File: src/rtl/uart_frame_generator.sv
// uart_frame_generator
// Serialises one byte per frame onto a UART line (start, 8 data bits LSB
// first, optional parity, stop). Line configuration is taken from two
// registers written through snooped APB traffic. Each frame uses the
// configuration that was current when its byte was accepted.

module uart_frame_generator #(
  parameter logic [4:0] SE_ADDR = 5'h04,
  parameter logic [4:0] BR_ADDR = 5'h08
) (
  input  logic        pclk,
  input  logic        preset,
  input  logic        psel,
  input  logic        penable,
  input  logic        pwrite,
  input  logic [31:0] paddr,
  input  logic [31:0] pwdata,
  input  logic [3:0]  pstrb,
  input  logic        tx_valid,
  input  logic [7:0]  tx_data,
  output logic        tx_ready,
  input  logic        inj_par_err,
  input  logic        inj_stop_err,
  output logic        uart_net,
  output logic        busy,
  output logic        frame_done
);

  typedef enum logic [2:0] {IDLE, START, DATA, PARITY, STOP} state_t;

  state_t      state;
  state_t      state_next;

  logic [2:0]  se_reg;
  logic [7:0]  br_reg;

  logic [7:0]  data_lat;
  logic [7:0]  br_lat;
  logic        par_en_lat;
  logic        par_odd_lat;
  logic        par_err_lat;
  logic        stop_err_lat;

  logic [11:0] bit_cnt;
  logic [2:0]  bit_idx;
  logic [2:0]  idx_next;
  logic [11:0] bit_last;
  logic        bit_end;
  logic        cfg_wr;
  logic        accept;
  logic        par_bit;
  logic        net_next;
  logic        unused_bits;

  // Only full-word writes count as configuration writes; only paddr[4:0] is decoded.
  assign cfg_wr      = psel & penable & pwrite & (&pstrb);
  assign accept      = tx_valid & tx_ready;
  // Bit time is 16*(br+1) cycles, so its last count is {br, 4'hF}.
  assign bit_last    = {br_lat, 4'hF};
  assign bit_end     = (bit_cnt == bit_last);
  assign par_bit     = (^data_lat) ^ par_odd_lat ^ par_err_lat;
  assign unused_bits = &{1'b0, paddr[31:5], pwdata[31:8], se_reg[0]};

  // Configuration registers, updated immediately on a qualifying APB write.
  always_ff @(posedge pclk or posedge preset) begin
    if (preset) begin
      se_reg <= 3'b000;
      br_reg <= 8'h00;
    end else if (cfg_wr) begin
      if (paddr[4:0] == SE_ADDR) se_reg <= pwdata[2:0];
      if (paddr[4:0] == BR_ADDR) br_reg <= pwdata[7:0];
    end
  end

  // Snapshot of byte, configuration and error injects, frozen for the whole frame.
  always_ff @(posedge pclk or posedge preset) begin
    if (preset) begin
      data_lat     <= 8'h00;
      br_lat       <= 8'h00;
      par_en_lat   <= 1'b0;
      par_odd_lat  <= 1'b0;
      par_err_lat  <= 1'b0;
      stop_err_lat <= 1'b0;
    end else if (accept) begin
      data_lat     <= tx_data;
      br_lat       <= br_reg;
      par_en_lat   <= se_reg[1];
      par_odd_lat  <= se_reg[2];
      par_err_lat  <= inj_par_err;
      stop_err_lat <= inj_stop_err;
    end
  end

  // State register.
  always_ff @(posedge pclk or posedge preset) begin
    if (preset) state <= IDLE;
    else        state <= state_next;
  end

  // Bit-time counter and data-bit index; both sit at zero while idle.
  always_ff @(posedge pclk or posedge preset) begin
    if (preset) begin
      bit_cnt <= 12'd0;
      bit_idx <= 3'd0;
    end else if (state == IDLE) begin
      bit_cnt <= 12'd0;
      bit_idx <= 3'd0;
    end else if (bit_end) begin
      bit_cnt <= 12'd0;
      if (state == DATA) bit_idx <= bit_idx + 3'd1;
    end else begin
      bit_cnt <= bit_cnt + 12'd1;
    end
  end

  // Next-state logic: each non-idle state lasts whole bit times.
  always_comb begin
    state_next = state;
    unique case (state)
      IDLE:    if (accept) state_next = START;
      START:   if (bit_end) state_next = DATA;
      DATA:    if (bit_end && (bit_idx == 3'd7)) state_next = par_en_lat ? PARITY : STOP;
      PARITY:  if (bit_end) state_next = STOP;
      STOP:    if (bit_end) state_next = IDLE;
      default: state_next = IDLE;
    endcase
  end

  // Output decode; the line level is computed from the next state so it can be registered.
  always_comb begin
    tx_ready   = (state == IDLE);
    busy       = (state != IDLE);
    frame_done = (state == STOP) && bit_end;
    idx_next   = ((state == DATA) && bit_end) ? bit_idx + 3'd1 : bit_idx;
    net_next   = 1'b1;
    unique case (state_next)
      IDLE:    net_next = 1'b1;
      START:   net_next = 1'b0;
      DATA:    net_next = data_lat[idx_next];
      PARITY:  net_next = par_bit;
      STOP:    net_next = ~stop_err_lat;
      default: net_next = 1'b1;
    endcase
  end

  // Registered serial line; reset forces it high at once, aborting any frame.
  always_ff @(posedge pclk or posedge preset) begin
    if (preset) uart_net <= 1'b1;
    else        uart_net <= net_next;
  end

endmodule

File: config.mk
export PLATFORM = sky130hd
export DESIGN_NAME = uart_frame_generator
export DESIGN_NICKNAME = d
export VERILOG_FILES = /design/src/rtl/uart_frame_generator.sv
export SDC_FILE = /design/constraint.sdc
export NUM_CORES = 1
export LEC_CHECK = 0
export CAP_MARGIN = 15
export CORE_UTILIZATION = 45
export CTS_CLUSTER_SIZE = 8
export DETAILED_ROUTE_END_ITERATION = 8
export HOLD_SLACK_MARGIN = 0.06
export PLACE_DENSITY = 0.8
export RECOVER_POWER = 50
export SYNTH_ARGS = -nofsm -noshare
export SYNTH_HDL_FRONTEND = slang
export SYNTH_SLANG_ARGS = --single-unit
File: constraint.sdc
create_clock -name pclk -period 5.5 [get_ports pclk]
set_input_delay 1.1 -clock pclk [delete_from_list [all_inputs] [get_ports pclk]]
set_output_delay 1.1 -clock pclk [all_outputs]
set_load 0.02 [all_outputs]
* Yosys cells after proc, flatten, opt, wreduce, memory -nomap -nowiden
Cells that the tools add are included.
** Operators by class
- $add $sub $neg :: 2
- $lt $le $gt $ge :: 1
- Equal/unequal tests :: 12
- Mux-type cells :: 16
- Bitwise operators :: 7
- Reduce and logical (&&, ||, !) cells :: 12
** Operators with widths (number)
- $mux 3 :: 10
- $mux 12 :: 2
- $pmux 3 s5 :: 1
- $add 12x1->12 const B :: 1
- $eq 12x12->1 :: 1
- $eq 3x2->1 const B :: 4
- $eq 3x3->1 const B :: 3
- $reduce_xor 8->1 :: 1
- $eq 3x1->1 const B :: 2
- $reduce_and 2->1 :: 3
- $eq 5x3->1 const B :: 1
- $eq 5x4->1 const B :: 1
- $and 1x1->1 :: 4
- $lt 3x4->1 const B :: 1
- $pmux 1 s4 :: 1
- $reduce_and 4->1 :: 1
- $reduce_bool 2->1 :: 2
- $add 3x1->3 const B :: 1
- $bmux 1 s3 :: 1
- $logic_and 1x1->1 :: 3
- $logic_not 3->1 :: 1
- $reduce_bool 3->1 :: 1
- $xor 1x1->1 :: 2
- $mux 1 :: 1
- $not 1->1 :: 1
** Word-level totals
- Bits in registers :: 50
- Bits of input ports :: 84
- Output and inout port bits :: 4
- Word-level logic and storage cells :: 62

* Logic depth before layout (Yosys ltp)
Gate-level depths: netlist of run 1.
- Depth after elaboration :: 6
- Mapped depth :: 9
- Mapped depth without buffers :: 8

* Worst setup path before layout of run 1
Ideal clock, no wire load.
- Path kind :: reg2out
- Start :: reg bit_cnt[0]
- End :: out frame_done
- Arrival time :: 1.928 ns
- Data required time :: 4.400 ns
- Setup slack :: 2.472 ns
- Cell stages (with the launch flop) :: 8
- Path buffers :: 2
- Path through :: dfrtp_1 ha_1 and3_1 clkbuf_1 nor4b_1 or4b_1 clkbuf_1 nor2_1
** On the way
- Cells in the longest elaborated chain, start to end :: 2
** RTL lines
- start: declaration :: line 44 : logic [11:0] bit_cnt;
- start signal: assignment :: line 112 : bit_cnt <= bit_cnt + 12'd1;
- $eq 12x12->1 :: line 60 : assign bit_end = (bit_cnt == bit_last);
- $logic_and 1x1->1 :: line 133 : frame_done = (state == STOP) && bit_end;
- end: declaration :: line 26 : output logic frame_done
Every way passes these cells.

* Final worst setup path of run 1
Same ends and word-level chain as after synthesis.

==> results.toml, run 1 <==
[floorplanning]
core_area_sq_um = 5270
io_pins = 88
die_area_sq_um = 5929
initial_core_util_pct = 48.03
die_h_microns = 77
die_x_microns = 77
rows = 26

[synthesis]
ys_warn_count = 0
synth_most_common_cell = "dfrtp_1"
synth_cells = 216
ys_top_cells_by_count = "dfrtp_1 (48), mux2_2 (27), nor2_1 (16), xnor2_1 (16), xor2_1 (10)"
synth_flop_cell = "dfrtp_1"
netlist_area_sq_um = 2531
ys_top_cells_by_area = "dfrtp_1 (47%), mux2_2 (12%), xnor2_1 (5.5%)"
synth_cell_types = 46
syn-num-nets = 303
ys_seq_area_share_pct = 48.49
synth_edf_count = 0
syn_avg_cell_area_sq_um = 11.72
yosysTopAreaCell = "dfrtp_1"
synth_top_area_share_pct = 47.45
async_flop_share_pct = 100.0
synth-seq-cells = 49

[clocking]
hold_buffers = 0
cts_resized = 0
h-tree-depth = 2
clock_path_buffers = 2
clk_transition_reported_paths_ns = 0.09
clock_latency_ns = 0.30
postCtsSetupRepairBufs = 0
clock-sinks = 49
cts_buffers = 5
cts_tree = "yes"
cts_root_buf = "clkbuf_8"

[global_route]
grt_pass1_wl_mm = 7.624
overflow = 0
grt_pass1_vias = 1635
grt_max_degree = 50
grt_usage_pct = 16.28
grt_antenna_before_repair = 0

[placement]
hpwl_mm = 3.437
gp_congestion = 0.8215
portBuffers = 36
place_ws_ns = 1.936

[cells_and_area]
largest_register_ffs = 12
nets = 337
area_delta_synth_final_pct = 19.48
drive_above_1_share_pct = 17.93
antennaDiodeCount = 0
utilization_pct = 57.38
nFillCells = 455
top_register = "bit_cnt"

[outcome]
outcome = "finished with violations"
violations = "capacitance limit, slew limit"

[pwr]
power.total_uw = 651.4
power.leakage_nw = 1.437
comb_power_share_pct = 4.7
switching_share_pct = 20.56
p_seq_share_pct = 55.4
power.switching_uw = 133.9
p_per_area_nw_per_um2 = 215.4
p_int_uw = 517.5
power.share.clock_pct = 39.9
ir_drop_mv = 0.1374

[timing]
fin_skew_ns = 0.01095
post-route-period-util_pct = 71.16
final.setup.tns_ns = 0
finalWorstSetupSlack_ns = 1.586
finalSetupViolations = 0
final-max-slew-violation-count = 50
rsz0062_at_grt = "false"
worst_pin_slew_ns = 1.827
relSlewSlack_pct = -21.91
hold_viol_final = 0
fmax_ghz = 0.2555
min_period_ns = 3.914

[routing]
drt-wirelength-per-cell_microns = 14.34
drt_wl_total_mm = 4.604
post-route-drc-count = 0
drtIter0Drc = 126
via_per_inst = 5.249
dr.pass1.iters = 4
ant_nets = 0
vias = 1685

[worst_setup_path]
worstPathArrival_ns = 2.81
end_kind = "output pin"
critPathRequiredTime_ns = 4.40
start_kind = "register"
cp_max_fo = 6
path_class = "register to output pin"

[hold_path]
hold_path_class = "register to register"

[job]
cap_violations = 1
==> stage by stage <==
stage	area [sq um]	hold slack, ns	instances
floorplan	2531	0.4244	216
global placement	2930	0.4364	313
finish	3024	0.4567	321
detailed placement	2930	0.4461	313
global route	3024	0.4735	321
CTS	3043	0.4587	321
==> cells by family (layout without fill, tap and decap cells) <==
family | after synthesis | after routing | synth area share [%]
xor gates and xnor gates | 27 | 27 | 9.639
muxes | 34 | 34 | 14.93
AOI/OAI and AO/OA | 23 | 23 | 7.316
and+or+nand+nor | 62 | 62 | 14.88
DFF | 49 | 49 | 48.49
buffers and inverters | 18 | 53 | 3.263
adders and majority gates | 3 | 3 | 1.483
==> worst max-delay path: stages (launching register included) <==
cell             delay (ns)
dfrtp_1                0.37
ha_1                   0.19
and3_1                 0.31
nor4b_1                0.29
or4b_1                 0.58
nor2_1                 0.15
clkdlybuf4s50_1        0.62
==> metal layers <==
layer | track usage (%) | routed length, microns | up-vias
met4 | 6.981 | 78 | 0
met5 | 0 | 0 | -
met2 | 25.80 | 2156 | 33
li1 | - | - | 822
met3 | 2.143 | 123 | 7
met1 | 22.39 | 2246 | 823
==> cells in the final DEF, fill, tap and decap left out, types with 5 or more instances in the layout <==
| cell | count |
|---|---|
| and3_1 | 7 |
| nand2_1 | 8 |
| clkdlybuf4s50_1 | 35 |
| nand3_1 | 8 |
| nor2_1 | 16 |
| dfrtp_1 | 48 |
| xor2_1 | 10 |
| o21ai_0 | 7 |
| inv_1 | 9 |
| clkbuf_8 | 5 |
| mux2_2 | 27 |
| xnor2_1 | 16 |
==> power by group through the flow <==
stage          registers, mW  clock network (mW)  logic (mW)
6_report               0.361               0.260      0.0307
4_1_cts                0.361               0.265      0.0319
2_1_floorplan          0.368                   0     0.00649
5_1_grt                0.361               0.279      0.0339
3_5_place_dp           0.368                   0      0.0318
3_3_place_gp           0.368                   0      0.0312
==> path summary, 6_finish.rpt <==
kind | startpoint | end | slack, ns | cells after the start
hold / removal | bit_cnt[0]$_DFF_PP0_ | bit_cnt[0]$_DFF_PP0_ | 0.46 | 1
hold reg to reg | bit_cnt[0]$_DFF_PP0_ | bit_cnt[0]$_DFF_PP0_ | 0.46 | 1
min in group asynchronous | preset | data_lat[1]$_DFFE_PP0P_ | 1.81 | 2
setup reg to reg | bit_cnt[4]$_DFF_PP0_ | uart_net$_DFF_PP1_ | 2.71 | 7
setup / recovery | bit_cnt[0]$_DFF_PP0_ | frame_done | 1.59 | 6
max in group asynchronous | preset | bit_cnt[1]$_DFF_PP0_ | 2.62 | 2
==> final cells by class <==
| cell class | count | area (sq um) | share of cell area (%) |
|---|---|---|---|
| Timing Repair Buffer | 36 | 360.3 | 11.92 |
| Inverter | 9 | 33.78 | 1.117 |
| Multi-Input combinational cell | 149 | 1202 | 39.76 |
| Clock buffer | 5 | 68.82 | 2.276 |
| Clock inverter | 3 | 43.79 | 1.448 |
| Sequential cell | 49 | 1227 | 40.59 |
| Tap cell | 70 | 87.58 | 2.896 |
Power figures use the tool's default switching activity.
==> run 2, diff against run 1 <==
Settings changed: CORE_UTILIZATION 45 to 41, PLACE_DENSITY 0.8 to 0.77.
Clock period 5.5 ns to 3.2 ns, I/O delays scaled along.
==> results.toml, run 2 (synthesis results as in run 1) <==
[worst_setup_path]
r2r-start = "bit_cnt[4]$_DFF_PP0_"
start_kind = "register"
cpMaxStageDelayCell = "or4b_1"
end_kind = "output pin"
startpoint = "bit_cnt[0]$_DFF_PP0_"
critPathBufInv = 1
max_stage_delay_ns = 0.49
crit_family = "simple AND/OR/NAND/NOR gates"
critPathRequiredTime_ns = 2.56
worstPathArrival_ns = 2.11
cp_max_fo = 3
path_class = "register to output pin"
crit_chain = "ha_1 > and3_1 > nor4b_1 > or4b_1 > nor2_1 > dlymetal6s2s_1"

[floorplanning]
core_area_sq_um = 5921
die_area_sq_um = 6492
rows = 28
io_pins = 88
die_x_microns = 80.57
initial_core_util_pct = 42.75
die_h_microns = 80.57

[timing]
finalSetupViolations = 0
fmax_ghz = 0.3640
final-max-slew-violation-count = 0
rsz0062_at_grt = "false"
min_period_ns = 2.747
relSlewSlack_pct = 14.21
post-route-period-util_pct = 85.86
hold_viol_final = 0
fin_skew_ns = 0.006410
final.setup.tns_ns = 0
finalWorstSetupSlack_ns = 0.4526
worst_pin_slew_ns = 1.285

[clocking]
clk_transition_reported_paths_ns = 0.09
clock_latency_ns = 0.32
cts_buffers = 5
cts_root_buf = "clkbuf_8"
postCtsSetupRepairBufs = 0
cts_tree = "yes"
clock-sinks = 49
clock_path_buffers = 2
h-tree-depth = 2
hold_buffers = 0
cts_resized = 0

[global_route]
overflow = 0
grt_max_degree = 35
grt_pass1_vias = 1748
grt_usage_pct = 16.73
grt_pass1_wl_mm = 8.142
grt_antenna_before_repair = 0

[cells_and_area]
drive_above_1_share_pct = 19.77
nets = 344
instances_no_fill = 333
top_register = "bit_cnt"
mostFrequentLayoutCells = "dfrtp_1 (48), clkdlybuf4s50_1 (34), mux2_2 (27), xnor2_1 (16), nor2_1 (16)"
area_delta_synth_final_pct = 22.34
antennaDiodeCount = 0
layout_commonest_cell = "dfrtp_1"
largest_register_ffs = 12

[pwr]
ir_drop_mv = 0.2038
power.leakage_nw = 1.479
p_per_area_nw_per_um2 = 368.3

[routing]
post-route-drc-count = 0
via_per_inst = 5.225
dr.pass1.iters = 4
drt-wirelength-per-cell_microns = 13.98
drtIter0Drc = 90
ant_nets = 0
vias = 1740
drt_wl_total_mm = 4.654

[hold_path]
hold_path_class = "register to register"
hold_path.startpoint = "bit_cnt[0]$_DFF_PP0_"

[placement]
portBuffers = 36
place_ws_ns = 0.3916
gp_congestion = 0.8214
dp.cells = 325
hpwl_mm = 3.433

[outcome]
outcome = "completed"

[job]
cap_violations = 0
-- run 2: report_power, final --
part | switching (mW) | internal (mW)
combinational | 0.0180 | 0.0358
sequential | 0.000442 | 0.620
clock | 0.228 | 0.239
-- run 2: final cells by class --
type	instances	area (sq um)
inverter	9	33.78
sequential	49	1227
fill	502	2824
multi-input combinational	149	1221
timing repair buffer	43	404.1
clock inverter	3	47.55
clock buffer	5	68.82
tap	75	93.84
-- run 2: routing by layer --
layer	global-route usage, %	share of wire (%)
met3	3.864	4.5
met1	21.90	46
met2	26.69	48
met4	6.429	1.5
met5	0	0
-- run 2: path summary, 6_finish.rpt --
| kind | slack (ns) | end | cells after the start |
|---|---|---|---|
| max reg2reg | 0.52 | uart_net$_DFF_PP1_ | 7 |
| min reg2reg | 0.46 | bit_cnt[0]$_DFF_PP0_ | 1 |
| max in group asynchronous | 1.08 | uart_net$_DFF_PP1_ | 3 |
| min | 0.46 | bit_cnt[0]$_DFF_PP0_ | 1 |
| min in group asynchronous | 1.11 | data_lat[6]$_DFFE_PP0P_ | 2 |
| max | 0.45 | frame_done | 6 |
-- run 2: metrics by stage --
step | cell area, sq um | hold slack [ns] | power, mW | util, %
2_1_floorplan | 2531 | 0.4244 | 0.6434 | -
3_3_place_gp | 2989 | 0.4386 | 0.6882 | 50.49
3_5_place_dp | 2989 | 0.4499 | 0.6890 | 50.49
4_1_cts | 3105 | 0.4629 | 1.153 | 52.45
5_1_grt | 3097 | 0.4718 | 1.181 | 52.30
6_report | 3097 | 0.4620 | 1.141 | 52.30
